**src/rtl/m_mem_arb_pkg.sv**
```systemverilog
// Shared types and defaults for the fetch/data unified-memory arbiter.
package m_mem_arb_pkg;

    typedef enum logic [1:0] {
        IDLE   = 2'd0,
        WAIT_I = 2'd1,
        WAIT_D = 2'd2
    } state_e;

    typedef enum logic {
        OWNER_I = 1'b0,
        OWNER_D = 1'b1
    } owner_e;

    localparam int unsigned STARVE_MAX_DEFAULT = 32'd4;
    localparam int unsigned TIMEOUT_DEFAULT    = 32'd64;

    // Counter widths cover the full legal parameter ranges (1..15 and 2..255).
    localparam int unsigned STARVE_WIDTH = 32'd4;
    localparam int unsigned WDOG_WIDTH   = 32'd8;

endpackage

```
**src/rtl/m_arb_sat_counter.sv**
```systemverilog
// Saturating up-counter with synchronous clear; flags when the count sits at its limit.
module m_arb_sat_counter #(
    parameter int unsigned WIDTH = 32'd4,
    parameter int unsigned LIMIT = 32'd4
) (
    input  logic i_clk,
    input  logic i_reset,
    input  logic i_clr,
    input  logic i_inc,
    output logic o_at_limit
);

    localparam logic [WIDTH-1:0] LIMIT_V = WIDTH'(LIMIT);

    logic [WIDTH-1:0] count_r;

    // Count register: clear beats increment, and the count holds once at the limit.
    always_ff @(posedge i_clk) begin
        if (i_reset) begin
            count_r <= '0;
        end else if (i_clr) begin
            count_r <= '0;
        end else if (i_inc && (count_r != LIMIT_V)) begin
            count_r <= count_r + WIDTH'(1'b1);
        end
    end

    // Limit flag decoded from the registered count.
    always_comb begin
        o_at_limit = (count_r == LIMIT_V);
    end

endmodule

```
**src/rtl/m_mem_arbiter.sv**
```systemverilog
// Non-pipelined arbiter sharing one memory port between instruction fetch and load/store,
// with data priority, a fetch starvation guard and an ack watchdog.
module m_mem_arbiter
    import m_mem_arb_pkg::*;
#(
    parameter int unsigned STARVE_MAX = STARVE_MAX_DEFAULT,
    parameter int unsigned TIMEOUT    = TIMEOUT_DEFAULT
) (
    input  logic        i_clk,
    input  logic        i_reset,
    input  logic        i_if_req,
    input  logic [31:0] i_if_addr,
    output logic        o_if_gnt,
    output logic        o_if_valid,
    output logic [31:0] o_if_data,
    input  logic        i_d_req,
    input  logic        i_d_we,
    input  logic [31:0] i_d_addr,
    input  logic [31:0] i_d_wdata,
    output logic        o_d_gnt,
    output logic        o_d_valid,
    output logic [31:0] o_d_rdata,
    output logic        o_mem_req,
    output logic        o_mem_we,
    output logic [31:0] o_mem_addr,
    output logic [31:0] o_mem_wdata,
    input  logic        i_mem_ack,
    input  logic [31:0] i_mem_rdata,
    output logic        o_timeout,
    output logic        o_busy
);

    state_e      state_r;
    state_e      state_next_s;
    owner_e      owner_s;
    logic        if_gnt_s;
    logic        d_gnt_s;
    logic        complete_s;
    logic        timeout_s;
    logic        starve_at_limit_s;
    logic        starve_clr_s;
    logic        starve_inc_s;
    logic        wdog_at_limit_s;
    logic        wdog_clr_s;
    logic        wdog_inc_s;
    logic        mem_req_r;
    logic        mem_we_r;
    logic [31:0] mem_addr_r;
    logic [31:0] mem_wdata_r;
    logic        if_valid_r;
    logic [31:0] if_data_r;
    logic        d_valid_r;
    logic [31:0] d_rdata_r;
    logic        timeout_r;

    // State register.
    always_ff @(posedge i_clk) begin
        if (i_reset) begin
            state_r <= IDLE;
        end else begin
            state_r <= state_next_s;
        end
    end

    // Next-state logic.
    always_comb begin
        state_next_s = state_r;
        case (state_r)
            IDLE: begin
                if (d_gnt_s) begin
                    state_next_s = WAIT_D;
                end else if (if_gnt_s) begin
                    state_next_s = WAIT_I;
                end else begin
                    state_next_s = IDLE;
                end
            end
            WAIT_I, WAIT_D: begin
                if (complete_s || timeout_s) begin
                    state_next_s = IDLE;
                end else begin
                    state_next_s = state_r;
                end
            end
            default: begin
                state_next_s = IDLE;
            end
        endcase
    end

    // Grant decision in IDLE; ack/watchdog completion decode while waiting.
    // Grants are suppressed during reset so nothing is accepted while state is being cleared.
    always_comb begin
        if_gnt_s   = 1'b0;
        d_gnt_s    = 1'b0;
        complete_s = 1'b0;
        timeout_s  = 1'b0;
        owner_s    = OWNER_I;
        case (state_r)
            IDLE: begin
                if (i_reset) begin
                    d_gnt_s  = 1'b0;
                    if_gnt_s = 1'b0;
                end else if (i_d_req && (!i_if_req || !starve_at_limit_s)) begin
                    d_gnt_s = 1'b1;
                end else if (i_if_req) begin
                    if_gnt_s = 1'b1;
                end else begin
                    d_gnt_s  = 1'b0;
                    if_gnt_s = 1'b0;
                end
            end
            WAIT_I, WAIT_D: begin
                owner_s = (state_r == WAIT_D) ? OWNER_D : OWNER_I;
                // A same-cycle ack takes precedence over the watchdog.
                if (i_mem_ack) begin
                    complete_s = 1'b1;
                end else if (wdog_at_limit_s) begin
                    timeout_s = 1'b1;
                end else begin
                    complete_s = 1'b0;
                    timeout_s  = 1'b0;
                end
            end
            default: begin
                owner_s = OWNER_I;
            end
        endcase
    end

    // Counter controls: starvation tracks data wins over a waiting fetch.
    always_comb begin
        starve_inc_s = d_gnt_s & i_if_req;
        starve_clr_s = if_gnt_s | ((state_r == IDLE) & ~i_if_req);
        wdog_clr_s   = d_gnt_s | if_gnt_s;
        wdog_inc_s   = (state_r != IDLE);
    end

    m_arb_sat_counter #(
        .WIDTH (STARVE_WIDTH),
        .LIMIT (STARVE_MAX)
    ) u_starve_cnt (
        .i_clk      (i_clk),
        .i_reset    (i_reset),
        .i_clr      (starve_clr_s),
        .i_inc      (starve_inc_s),
        .o_at_limit (starve_at_limit_s)
    );

    // Limit is TIMEOUT-1 because the count is zero during the first waiting cycle.
    m_arb_sat_counter #(
        .WIDTH (WDOG_WIDTH),
        .LIMIT (TIMEOUT - 32'd1)
    ) u_wdog_cnt (
        .i_clk      (i_clk),
        .i_reset    (i_reset),
        .i_clr      (wdog_clr_s),
        .i_inc      (wdog_inc_s),
        .o_at_limit (wdog_at_limit_s)
    );

    // Memory-port and response registers.
    always_ff @(posedge i_clk) begin
        if (i_reset) begin
            mem_req_r   <= 1'b0;
            mem_we_r    <= 1'b0;
            mem_addr_r  <= 32'h0000_0000;
            mem_wdata_r <= 32'h0000_0000;
            if_valid_r  <= 1'b0;
            if_data_r   <= 32'h0000_0000;
            d_valid_r   <= 1'b0;
            d_rdata_r   <= 32'h0000_0000;
            timeout_r   <= 1'b0;
        end else begin
            if_valid_r <= 1'b0;
            d_valid_r  <= 1'b0;
            timeout_r  <= 1'b0;
            if (d_gnt_s) begin
                mem_req_r   <= 1'b1;
                mem_we_r    <= i_d_we;
                mem_addr_r  <= i_d_addr;
                mem_wdata_r <= i_d_wdata;
            end else if (if_gnt_s) begin
                mem_req_r   <= 1'b1;
                mem_we_r    <= 1'b0;
                mem_addr_r  <= i_if_addr;
                mem_wdata_r <= 32'h0000_0000;
            end else if (complete_s || timeout_s) begin
                mem_req_r <= 1'b0;
            end
            if (complete_s) begin
                if (owner_s == OWNER_D) begin
                    d_valid_r <= 1'b1;
                    d_rdata_r <= mem_we_r ? 32'h0000_0000 : i_mem_rdata;
                end else begin
                    if_valid_r <= 1'b1;
                    if_data_r  <= i_mem_rdata;
                end
            end else if (timeout_s) begin
                timeout_r <= 1'b1;
                if (owner_s == OWNER_D) begin
                    d_valid_r <= 1'b1;
                    d_rdata_r <= 32'h0000_0000;
                end else begin
                    if_valid_r <= 1'b1;
                    if_data_r  <= 32'h0000_0000;
                end
            end
        end
    end

    assign o_if_gnt    = if_gnt_s;
    assign o_d_gnt     = d_gnt_s;
    assign o_if_valid  = if_valid_r;
    assign o_if_data   = if_data_r;
    assign o_d_valid   = d_valid_r;
    assign o_d_rdata   = d_rdata_r;
    assign o_mem_req   = mem_req_r;
    assign o_mem_we    = mem_we_r;
    assign o_mem_addr  = mem_addr_r;
    assign o_mem_wdata = mem_wdata_r;
    assign o_timeout   = timeout_r;
    assign o_busy      = (state_r != IDLE);

endmodule

```
**config.mk**
```make
export PLATFORM = sky130hd
export DESIGN_NAME = m_mem_arbiter
export DESIGN_NICKNAME = d
export VERILOG_FILES = /design/src/rtl/m_mem_arb_pkg.sv /design/src/rtl/m_arb_sat_counter.sv /design/src/rtl/m_mem_arbiter.sv
export SDC_FILE = /design/constraint.sdc
export NUM_CORES = 1
export LEC_CHECK = 0
export ABC_CLOCK_PERIOD_IN_PS = 3300
export CAP_MARGIN = 20
export CORE_MARGIN = 5
export CORE_UTILIZATION = 45
export CTS_CLUSTER_SIZE = 25
export DETAILED_ROUTE_END_ITERATION = 10
export PLACE_DENSITY = 0.84
export SYNTH_ARGS = -nofsm -noshare
export SYNTH_HDL_FRONTEND = slang
export SYNTH_SLANG_ARGS = --single-unit
export TNS_END_PERCENT = 100
```
**constraint.sdc**
```tcl
create_clock -name i_clk -period 3.3 [get_ports i_clk]
set_input_delay 0.33 -clock i_clk [delete_from_list [all_inputs] [get_ports i_clk]]
set_output_delay 0.33 -clock i_clk [all_outputs]
set_load 0.01 [all_outputs]
```
==> summary.txt, run 1 <==
Setup path
  – Bufs and invs on worst path: 3
  – Crit path required time: 2970 ps
  – Worst path max stage delay: 650 ps
  – Setup crit start kind: register
  – Arrival @ worst endpoint: approximately 2500 ps
  – Crit-path cells: inv_1 > ha_1 > inv_2 > a2111oi_2 > clkdlybuf4s50_1
  – Slowest CP cell: clkdlybuf4s50_1
  – Worst-path maximum fanout: 12
  – CP top delay family: buffers and inverters
  – Kind of end point of the critical path: output port
  – Crit Path Class: reg2out

STA
  – Setup ws final: 489 ps
  – Slew @ Worst Pin: 1040 ps
  – RSZ-0062 raised after global routing: false
  – Final Hold Vio Count: 0
  – Worst clock skew: 11.2 ps
  – Setup TNS: 0 ps
  – Slew margin rel.: 0.303
  – Final Max Slew Viols: 0
  – Post-route minimum period: between 2000 and 3000 ps
  – Final period util: 0.852
  – Fmax: 356 MHz
  – # setup viols final: 0

Route
  – First-pass iteration count of the detailed router: 5
  – Avg WL per Cell: 18.6 microns
  – DRT antenna net count: 0
  – Via-to-Cell Ratio: between 5 and 6
  – Routed vias: 6671
  – 1st-iter DRT viols: 505
  – DRC viols: 0
  – Total length of routed wires: 20800 microns

GRT
  – Vias in the first global route: approximately 6200
  – GRT Total Usage: 0.242
  – First-pass GRT wire length: 33000 microns
  – Total gr overflow: 0
  – Initial antenna violation count: 0
  – Largest net degree at the start of global routing: 65

Clocking
  – Cts hold-fix bufs: 0
  – H-Tree Level Count: 4
  – Clock Latency Late Sink: 420 ps
  – CTS clk-pin slew, worst paths: 60 ps
  – Clock Tree Buf Depth: 2
  – CTS tree: done
  – Root buf cell: clkbuf_16
  – Post-cts sizing count: 0
  – CTS Buf Count: 17
  – Postcts setup bufs: 0
  – CTS Sinks: 147

Die
  – Row count: between 40 and 50
  – I/O pin count: 270
  – Initial core utilization: 0.460
  – Height of the chip: 129 microns
  – Die area: 16700 sq um
  – Die width: 129 microns
  – Core box area: ~14000 sq um

Power
  – PwrDens: 609 nW/um^2
  – Leakage: 0.00324 uW
  – Power, Total: 5900 uW
  – Peak VDD IR: around 440 uV

Status
  – Status: finished clean

Logic synthesis
  – #FFs+latches synth: 147
  – Synth top area cells: dfxtp_1 46%, a21oi_1 8.2%, nor4_1 6.3%
  – YS warnings: 0
  – Synth area leader: dfxtp_1
  – FFs w/ async S/R, synth: 0
  – Net count after synthesis: 847
  – Synthesized area: 6380 sq um
  – Synth cell types: 50
  – Post-synthesis instance total: 708
  – Number of flops mapped to enable cells by yosys: 0
  – Sequential-to-total area share from yosys stat: 0.461
  – Post-synth top flop: dfxtp_1
  – Post-synth top area share: 0.461
  – Mean Syn Cell Area: 9.01 sq um

Cells and area
  – Area grow syn2layout: 51.8%
  – Core Util, Final: 0.698
  – Nets@finish: 1067
  – Fraction of final layout cells sized beyond drive strength 1: 0.0648
  – Final non-filler cell total: 1121
  – N_diodes: 0
  – Most frequent cells in the layout: 268 x clkdlybuf4s50_1, 147 x dfxtp_1, 104 x a21oi_1
  – Most common cell after layout, fill and taps aside: clkdlybuf4s50_1

Placed design
  – Place WS: 818 ps
  – Gpl congestion: slightly above 0.8
  – HPWL after DPL: 13700 microns
  – Placed insts: 1089
  – Input/output buffers: 269

Flow run
  – Max-cap viol count: 0

Min path
  – HP Class: in2reg
==> path summary, 6_finish.rpt <==
check	from	to	slack (ps)	depth (start not counted)
max	state_r[0]	o_if_gnt	490	5
min	i_reset	o_if_data[9]	400	2
max reg2reg	state_r[0]	o_mem_addr[31]	1160	6
min reg2reg	o_mem_req	o_mem_req	460	2
==> final cells by class <==
type | instances | area [sq um]
flip-flops and latches | 147 | 2940
clock buffers | 17 | 425
well taps | 180 | 225
repair buffers | 285 | 2820
inverters | 11 | 41.3
clock inverters | 15 | 206
multi-input cells | 466 | 3020
fillers | 1022 | 4190
==> registers in the layout (all words and copies together) (netlist names) <==
name	count
o_d_rdata	32
o_if_data	32
o_mem_addr	32
o_mem_wdata	32
u_wdog_cnt.count_r	8
u_starve_cnt.count_r	4
state_r	2
o_d_valid	1
o_if_valid	1
o_mem_req	1
o_mem_we	1
o_timeout	1
==> cells in the mapped netlist (2+ instances only) <==
master       n
dfxtp_1    147
buf_4        7
nor3_1       3
nand3_1     10
nor4_1      64
nor3b_1     34
clkbuf_1    53
and4b_1      3
a31oi_1     32
buf_2       17
nand2_1     38
ha_1         5
o21ai_1      2
and2_1       2
buf_1        3
nand3b_1     3
o22a_1       2
a22o_1      33
mux2i_1      2
inv_1        8
o21ai_0     37
a2111oi_0   32
a211oi_1    33
nand4_1      3
inv_2        2
a21oi_1    104
and3_1       2
nor2b_1      2
buf_6        4
==> power breakdown <==
group	leakage [uW]	switching (uW)	internal, uW
clock network	0.000298	797	1270
registers	0.00120	135	2010
logic	0.00174	873	812
==> cells by family after synthesis <==
group	count (synthesis)	synth area share
buf+inv	95	0.0680
simple gates	175	0.169
fa+ha+maj	5	0.00980
flops	147	0.461
compound gates	284	0.289
mux	2	0.00314
==> stage by stage <==
stage          hold slack (ps)  area [sq um]
6_report                   404          9690
5_1_grt                    403          9690
4_1_cts                    394          9690
3_5_place_dp               454          9050
3_3_place_gp               443          9050
2_1_floorplan              458          6380
==> layer usage <==
layer | vias up | global-route usage | part of all wire
met2 | 279 | 0.392 | 0.48
met1 | 3156 | 0.306 | 0.41
li1 | 3192 | - | -
met5 | - | 0 | 0
met3 | 44 | 0.0730 | 0.080
met4 | 0 | 0.0902 | 0.028
No activity file was read; power rests on OpenSTA's default activity.
==> inputs of run 2 (changes only) <==
- HOLD_SLACK_MARGIN: not set -> 0.02
==> results of run 2 <==
No change in the layout: final DEF, timing and power equal those of run 1.
==> inputs of run 3 (changes only) <==
- CTS_CLUSTER_DIAMETER: not set -> 50
- PLACE_DENSITY: 0.84 -> not set
- PLACE_DENSITY_LB_ADDON: not set -> 0.3
==> run 3 against run 2 <==
Clock skew shrank 1.3 ps. Critical path depth is the same. Sequential cell count is the same. Sequential power is essentially flat. Non-clock buffer count grew 2. Routed wire length shrank 0.69%. Largest power group unchanged. Global-route usage shrank 0.43 points. Final cell count grew 0.18%. Largest cell class unchanged. Highest routed layer unchanged. Register-to-register slack gained 50 ps.
==> summary.txt, run 3 (synthesized netlist as in run 1, its figures left out) <==
Status
  – Status: finished clean

Route
  – First-pass iteration count of the detailed router: 7
  – Total length of routed wires: 20700 microns
  – DRT antenna net count: 0
  – Via-to-Cell Ratio: 5.86
  – DRC viols: 0
  – Avg WL per Cell: between 15 and 20 microns
  – 1st-iter DRT viols: approximately 520
  – Routed vias: 6581

Die
  – Core box area: 13900 sq um
  – I/O pin count: 270
  – Die area: ~17000 sq um
  – Height of the chip: 129 microns
  – Row count: 43
  – Die width: between 100 and 150 microns
  – Initial core utilization: 0.460

Cells and area
  – N_diodes: 0
  – Fillers: 1117
  – Most common cell after layout, fill and taps aside: clkdlybuf4s50_1
  – Area grow syn2layout: 51.0%
  – Most frequent cells in the layout: 268 x clkdlybuf4s50_1, 147 x dfxtp_1, 104 x a21oi_1
  – Nets@finish: around 1100
  – Fraction of final layout cells sized beyond drive strength 1: 0.0657

STA
  – Setup ws final: 620 ps
  – Worst clock skew: 9.99 ps
  – Final period util: 0.812
  – Setup TNS: 0 ps
  – RSZ-0062 raised after global routing: false
  – Post-route minimum period: 2680 ps
  – # setup viols final: 0
  – Fmax: between 300 and 400 MHz
  – Slew margin rel.: 0.314
  – Slew @ Worst Pin: 1030 ps
  – Final Max Slew Viols: 0
  – Final Hold Vio Count: 0

Clocking
  – CTS Buf Count: 17
  – Post-cts sizing count: 0
  – Cts hold-fix bufs: 0
  – CTS Sinks: roughly 150
  – Postcts setup bufs: 0
  – Clock Tree Buf Depth: 2
  – CTS tree: done
  – CTS clk-pin slew, worst paths: 60 ps
  – Clock Latency Late Sink: 420 ps
  – Root buf cell: clkbuf_16
  – H-Tree Level Count: 4

Power
  – Pint: just under 4000 uW
  – PwrDens: 593 nW/um^2
  – Combinational power share: 0.294
  – Clock network power share: 0.332
  – Flop pwr share: 0.375
  – Sw frac: 0.309
  – Power, Total: around 5700 uW
  – Leakage: 0.00322 uW
  – Net Sw Power: 1770 uW
  – Peak VDD IR: 412 uV

GRT
  – First-pass GRT wire length: 32200 microns
  – Vias in the first global route: 6304
  – Largest net degree at the start of global routing: 68
  – Total gr overflow: 0
  – Initial antenna violation count: 0
  – GRT Total Usage: 0.238

Setup path
  – Setup crit start kind: register
  – Crit path required time: 2970 ps
  – Kind of end point of the critical path: output port
  – Arrival @ worst endpoint: 2350 ps
  – Worst-path maximum fanout: 12
  – Crit Path Class: reg2out

Min path
  – HP Class: in2reg

Placed design
  – Gpl congestion: 0.843
  – Place WS: 767 ps
  – HPWL after DPL: about 13000 microns
  – Input/output buffers: 269

Flow run
  – Max-cap viol count: 0
-- run 3: cell types whose count changed in the layout (fill, tap and decap cells not counted), sizes merged --
cell | before | now
buf | 17 | 19
clkbuf | 17 | 19
clkinv | 5 | 6
inv | 13 | 11
clkinvlp | 4 | 5
bufinv | 4 | 2
-- run 3: worst max-delay path, cell delays in order, from the launching register on --
cell             delay (ps)
dfxtp_1                 310
inv_1                    80
ha_1                    440
inv_2                   140
a2111oi_2               320
clkdlybuf4s50_1         650
-- run 3: worst paths after layout --
| kind | slack [ps] | to | start | cells past startpoint |
|---|---|---|---|---|
| hold reg to reg | 470 | o_mem_req | o_mem_req | 2 |
| setup / recovery | 620 | o_if_gnt | state_r[0] | 5 |
| hold / removal | 390 | o_if_data[21] | i_reset | 2 |
| setup reg to reg | 1210 | o_d_rdata[6] | u_wdog_cnt.count_r[0] | 5 |
-- run 3: metal layers --
layer	wire length [microns]	vias to the layer above	global-route usage
li1	-	3195	-
met1	8830	3079	0.303
met2	9700	260	0.379
met3	1540	47	0.0688
met4	624	0	0.101
met5	0	-	0
-- run 3: area by class of cell --
cell class / instances / area [sq um] / area share
multi-input combinational: 466 / 3020 / 0.314
sequential: 147 / 2940 / 0.305
timing repair buffer: 287 / 2830 / 0.293
clock buffer: 19 / 443 / 0.0460
tap: 180 / 225 / 0.0234
clock inverter: 13 / 135 / 0.0140
inverter: 11 / 41.3 / 0.00429
-- run 3: power groups by stage --
stage               sequential (uW)  combinational, uW  clock, uW
floorplan                      2260                793          0
global placement               2170               1660          0
detailed placement             2170               1670          0
CTS                            2140               1690       1930
global route                   2170               1820       2010
finish                         2140               1680       1900
-- run 3: through the flow --
step	instances	cell area, sq um	hold WS (ps)	util
2_1_floorplan	708	6380	458	-
3_3_place_gp	1091	9060	449	0.653
6_report	1123	9640	387	0.694
3_5_place_dp	1091	9060	454	0.653
5_1_grt	1123	9640	409	0.694
4_1_cts	1123	9640	381	0.694
